## src/rtl/mul_issue_ctrl.sv

```systemverilog
// mul_issue_ctrl: EX-stage sequencer for the multi-cycle multiplier.
// Holds operands stable for a full multiplier run, stalls the pipeline
// until the result is back, and returns a repeated identical multiply
// from a one-entry last-result cache with no extra cycles.
//
// Handshake: a request is m_req & !flush while IDLE.  The request is
// consumed (EX/MEM may load) in the cycle ex_stall is low and
// result_valid is high.  A miss raises ex_stall in the request cycle and
// keeps it high until the DONE cycle, where result_valid presents the
// result.  DONE is held while pipe_stall is high.  Dropping m_req or
// raising flush while BUSY aborts the run.
module mul_issue_ctrl #(
    parameter int WIDTH    = 32,
    parameter bit CACHE_EN = 1'b1
) (
    input  logic             clk,
    input  logic             rst,
    input  logic             m_req,
    input  logic [2:0]       m_funct3,
    input  logic [WIDTH-1:0] rs1_in,
    input  logic [WIDTH-1:0] rs2_in,
    input  logic             flush,
    input  logic             pipe_stall,
    input  logic             mul_done,
    input  logic [WIDTH-1:0] mul_out,
    output logic             is_mul,
    output logic [WIDTH-1:0] mul_rs1,
    output logic [WIDTH-1:0] mul_rs2,
    output logic [2:0]       mul_funct3,
    output logic             ex_stall,
    output logic             result_valid,
    output logic [WIDTH-1:0] m_result,
    output logic [1:0]       o_dbg_state
);

    typedef enum logic [1:0] {
        S_IDLE = 2'd0,
        S_BUSY = 2'd1,
        S_DONE = 2'd2
    } state_t;

    state_t           r_state;
    state_t           w_next;

    logic [WIDTH-1:0] r_rs1;
    logic [WIDTH-1:0] r_rs2;
    logic [2:0]       r_f3;
    logic [WIDTH-1:0] r_result;

    logic             r_c_valid;
    logic [WIDTH-1:0] r_c_rs1;
    logic [WIDTH-1:0] r_c_rs2;
    logic [2:0]       r_c_f3;
    logic [WIDTH-1:0] r_c_result;

    logic             w_accept;
    logic             w_hit;
    logic             w_latch;
    logic             w_capture;

    // Full tag compare: operands and funct3 must all match, so no aliasing.
    assign w_accept  = m_req && !flush;
    assign w_hit     = CACHE_EN && r_c_valid && (rs1_in == r_c_rs1) &&
                       (rs2_in == r_c_rs2) && (m_funct3 == r_c_f3);
    assign w_latch   = (r_state == S_IDLE) && w_accept && !w_hit;
    // Flush (or a vanished request) beats a coincident mul_done.
    assign w_capture = (r_state == S_BUSY) && w_accept && mul_done;

    assign is_mul      = (r_state == S_BUSY);
    assign mul_rs1     = r_rs1;
    assign mul_rs2     = r_rs2;
    assign mul_funct3  = r_f3;
    assign o_dbg_state = r_state;

    // State register.
    always_ff @(posedge clk) begin
        if (rst) begin
            r_state <= S_IDLE;
        end else begin
            r_state <= w_next;
        end
    end

    // Next-state and pipeline-facing outputs.
    always_comb begin
        w_next       = r_state;
        ex_stall     = 1'b0;
        result_valid = 1'b0;
        m_result     = r_result;
        case (r_state)
            S_IDLE: begin
                if (w_accept) begin
                    if (w_hit) begin
                        result_valid = 1'b1;
                        m_result     = r_c_result;
                    end else begin
                        ex_stall = 1'b1;
                        w_next   = S_BUSY;
                    end
                end
            end
            S_BUSY: begin
                if (!w_accept) begin
                    w_next = S_IDLE;
                end else begin
                    ex_stall = 1'b1;
                    if (mul_done) begin
                        w_next = S_DONE;
                    end
                end
            end
            S_DONE: begin
                result_valid = 1'b1;
                if (flush || !pipe_stall) begin
                    w_next = S_IDLE;
                end
            end
            default: begin
                w_next = S_IDLE;
            end
        endcase
    end

    // Held operands: loaded only on an accepted miss, stable for the run.
    always_ff @(posedge clk) begin
        if (rst) begin
            r_rs1 <= '0;
            r_rs2 <= '0;
            r_f3  <= 3'b000;
        end else if (w_latch) begin
            r_rs1 <= rs1_in;
            r_rs2 <= rs2_in;
            r_f3  <= m_funct3;
        end
    end

    // Result register and cache entry, written together when a run completes.
    always_ff @(posedge clk) begin
        if (rst) begin
            r_result   <= '0;
            r_c_valid  <= 1'b0;
            r_c_rs1    <= '0;
            r_c_rs2    <= '0;
            r_c_f3     <= 3'b000;
            r_c_result <= '0;
        end else if (w_capture) begin
            r_result   <= mul_out;
            r_c_valid  <= 1'b1;
            r_c_rs1    <= r_rs1;
            r_c_rs2    <= r_rs2;
            r_c_f3     <= r_f3;
            r_c_result <= mul_out;
        end
    end

endmodule
```

## config.mk

```make
export PLATFORM = sky130hd
export DESIGN_NAME = mul_issue_ctrl
export DESIGN_NICKNAME = d
export VERILOG_FILES = /design/src/rtl/mul_issue_ctrl.sv
export SDC_FILE = /design/constraint.sdc
export NUM_CORES = 1
export LEC_CHECK = 0
export BUFFER_PORTS_ARGS = -buffer_cell sky130_fd_sc_hd__buf_2
export CAP_MARGIN = 0
export CORE_ASPECT_RATIO = 0.7
export CORE_MARGIN = 1.5
export CORE_UTILIZATION = 59
export DETAILED_ROUTE_END_ITERATION = 10
export GPL_TIMING_DRIVEN = 0
export PLACE_DENSITY = 0.83
export SLEW_MARGIN = 0
export SYNTH_ARGS = -nofsm -noshare
export SYNTH_HDL_FRONTEND = slang
export SYNTH_SLANG_ARGS = --single-unit
```

## constraint.sdc

```tcl
create_clock -name clk -period 5.1 [get_ports clk]
set_input_delay 1.02 -clock clk [delete_from_list [all_inputs] [get_ports clk]]
set_output_delay 1.02 -clock clk [all_outputs]
set_load 0.005 [all_outputs]
```

==> impl_metrics.py <==
metrics = {
    "run_status": {
        "status": "complete, no violations",
    },
    "timing": {
        "setup-violations-final": 0,
        "finalHoldViolations": 0,
        "fin_tns_setup_ps": 0,
        "post-route-period-util_pct": 95.0,
        "slew_headroom_pct": 31.5,
        "slew_viol_final": 0,
        "period_minus_slack_ps": 4840,
        "rsz0062_at_grt": "no",
        "worst_slew_pin_slew_ps": 1020,
        "fmax_mhz": 206,
        "finalClockSkew_ps": 6.14,
        "holdWs_ps": 453,
    },
    "routing": {
        "drt_iter0_drc": 1261,
        "route.met2.wl_mm": 12.9,
        "wl_per_cell_um": 20.7,
        "wl_met1_mm": 12.7,
        "postRouteAntennaNets": 0,
        "drc_errors": 0,
        "dr_total_vias": 9710,
        "viasPerCell": 6.52,
        "dr.pass1.iters": 7,
        "dr.max_layer_used": "met4",
        "dr_wl_met3_mm": 4.31,
        "finalWirelength_mm": 30.8,
    },
    "clocking": {
        "clock_sinks": 169,
        "insertion_delay_ps": 440,
        "ctsHoldBuffers": 0,
        "cts_root_buffer": "clkbuf_16",
        "path_clk_slew_ps": 70,
        "cts_setup_buffers": 0,
        "cts_resized": 0,
        "clockBufferDepth": 2,
        "numCtsBuffers": 17,
        "cts_tree": "done",
        "cts_max_level": 4,
    },
    "die": {
        "initial_utilization_pct": 60.3,
        "rows": 37,
        "pin_count": 209,
        "core_area_um2": 14600,
        "dieWidth_um": 149,
        "die-area_um2": 15700,
        "die_h_um": 105,
    },
    "synth": {
        "synth_seq_cells": 169,
        "synth-simple-area-share_pct": 44.2,
        "synth_top_area_share_pct": 38.4,
        "synth_most_common_cell": "nand2_1",
        "ys.flop_type": "dfxtp_1",
        "synth-compound-area-share_pct": 7.35,
        "synth_edf_count": 0,
        "synth_cells": 1056,
        "seq_area_frac_synth_pct": 38.4,
        "yosys.area.top_type": "dfxtp_1",
        "synth-xor-area-share_pct": 4.07,
        "ys_types": 36,
        "asyncSetResetFlopFracSynth_pct": 0,
        "post_synth.cell_area_avg_um2": 8.35,
        "ys_top_cells_by_area": "dfxtp_1 (38%), nand4b_1 (12%), nand2_1 (8.5%)",
        "yosys_warnings": 0,
        "synth_top_family_by_area": "simple AND/OR/NAND/NOR gates",
        "synth_fa_ha_area_share_pct": 0,
        "netlist_top_cells_count": "nand2_1 (199), dfxtp_1 (169), nand4b_1 (125)",
        "synth_nets": 1161,
        "synth.mux.area_fraction_pct": 0,
        "syn-cell-area_um2": 8810,
    },
    "critical_path": {
        "rr_worst_depth": 8,
        "path_class": "in -> out",
        "cp.arrival_ps": 3820,
        "regToRegSetupSlack_ps": 1850,
        "worstReg2RegStart": "r_c_rs2[24]",
        "cp_data_required_time_ps": 4080,
        "r2r-end": "mul_rs2[16]",
        "startpoint_type": "input port",
        "cp_max_fo": 10,
        "crit_path_end_kind": "output pin",
    },
    "final_layout": {
        "drive_gt1_share_pct": 23.9,
        "area_delta_synth_final_pct": 22.5,
        "final_nets": 1387,
        "fillers": 1183,
        "ff_latch_area_um2": 3380,
        "final_cell_area_um2": 10800,
        "multi_input_area_um2": 4910,
        "fin_cells": 1489,
        "antenna_cells": 0,
    },
    "place": {
        "port-buffer-count": 207,
        "place_inst": 1458,
        "dp_hpwl_mm": 21.7,
        "post_dp_cell_area_um2": 10100,
        "routabilityCongestion": 0.964,
    },
    "power": {
        "p_leak_nw": 4.18,
        "cellPowerDensity_nw_per_um2": 310,
        "ir_drop_mv": 0.279,
        "power_mw": 3.35,
    },
    "min_path": {
        "hold_class": "reg -> reg",
        "hold_path_depth": 2,
        "min_to": "r_c_result[24]",
        "min_from": "r_c_result[24]",
    },
    "global_route": {
        "overflow": 0,
        "grt_pass1_vias": 8749,
        "grt_max_degree": 17,
        "grt_pass1_wl_mm": 47.1,
        "antenna_found_initial": 0,
        "grt_usage_pct": 38.8,
    },
    "flow_run": {
        "maxCapViolCount": 0,
    },
}
[worst max path at each step]
stage	endpoint	slack, ps	depth (start not counted)	start
final	ex_stall	260	9	rs1_in[21]
after global routing	ex_stall	240	9	rs2_in[24]
after CTS	ex_stall	420	9	rs1_in[20]
after detailed placement	ex_stall	430	9	rs1_in[21]
after global placement	ex_stall	440	9	rs1_in[20]
after floorplan	ex_stall	1410	8	rs1_in[10]
[layout make-up]
cell class,instances,area share [%]
sequential,169,31.3
tap,195,2.26
clock buffer,19,4.01
buffer,115,4.37
clock inverter,12,2.50
timing repair buffer,207,9.59
multi-input combinational,758,45.4
inverter,14,0.487
[cells by family (layout without fill, tap and decap cells)]
| logic type | count (synthesis) | after routing |
|---|---|---|
| AOI/OAI and AO/OA | 118 | 118 |
| xor gates and xnor gates | 41 | 41 |
| DFF | 169 | 169 |
| buffers and inverters | 129 | 367 |
| and+or+nand+nor | 599 | 599 |
[per-layer routing]
metal,global-route usage [%],vias up
li1,-,4335
met1,56.1,4535
met2,55.0,726
met3,10.3,114
met4,14.5,0
met5,0,-
[per-stage QoR]
stage               utilization (%)  setup slack, ps
global placement               69.0              435
global route                   73.8              245
detailed placement             69.0              425
floorplan                         -             1410
finish                         73.8              257
CTS                            73.8              424
[where the power goes]
group,switching [mW],internal (mW)
combinational,0.201,0.151
sequential,0.0587,1.37
clock,0.552,1.02
[critical path: stages]
cell and delay, ps:
buf_2 130, xor2_1 190, nor4_1 590, nand3_1 250
nor4_4 820, buf_2 380, nor3b_2 240, nor3_1 60
buf_2 130
[placed cells by master (no fill, tap or decap), types with 8 or more instances in the layout]
master | synthesis | layout
a2111oi_0 | 8 | 8
a21oi_1 | 102 | 102
buf_2 | 17 | 224
bufinv_16 | 0 | 8
clkbuf_1 | 93 | 95
clkbuf_16 | 0 | 17
dfxtp_1 | 169 | 169
inv_1 | 14 | 14
nand2_1 | 199 | 199
nand2b_1 | 8 | 8
nand3b_1 | 67 | 67
nand4_1 | 72 | 72
nand4b_1 | 125 | 125
nor2b_1 | 26 | 26
nor4_1 | 9 | 9
or4_1 | 19 | 19
or4b_1 | 8 | 8
or4b_2 | 50 | 50
xor2_1 | 36 | 36
[sequential cells by signal (all words and copies together), names as in the netlist]
register	flops
mul_funct3	3
mul_rs1	32
mul_rs2	32
o_dbg_state	2
r_c_f3	3
r_c_result	32
r_c_rs1	32
r_c_rs2	32
r_c_valid	1
Note: power is estimated with default switching activity, not from simulation.
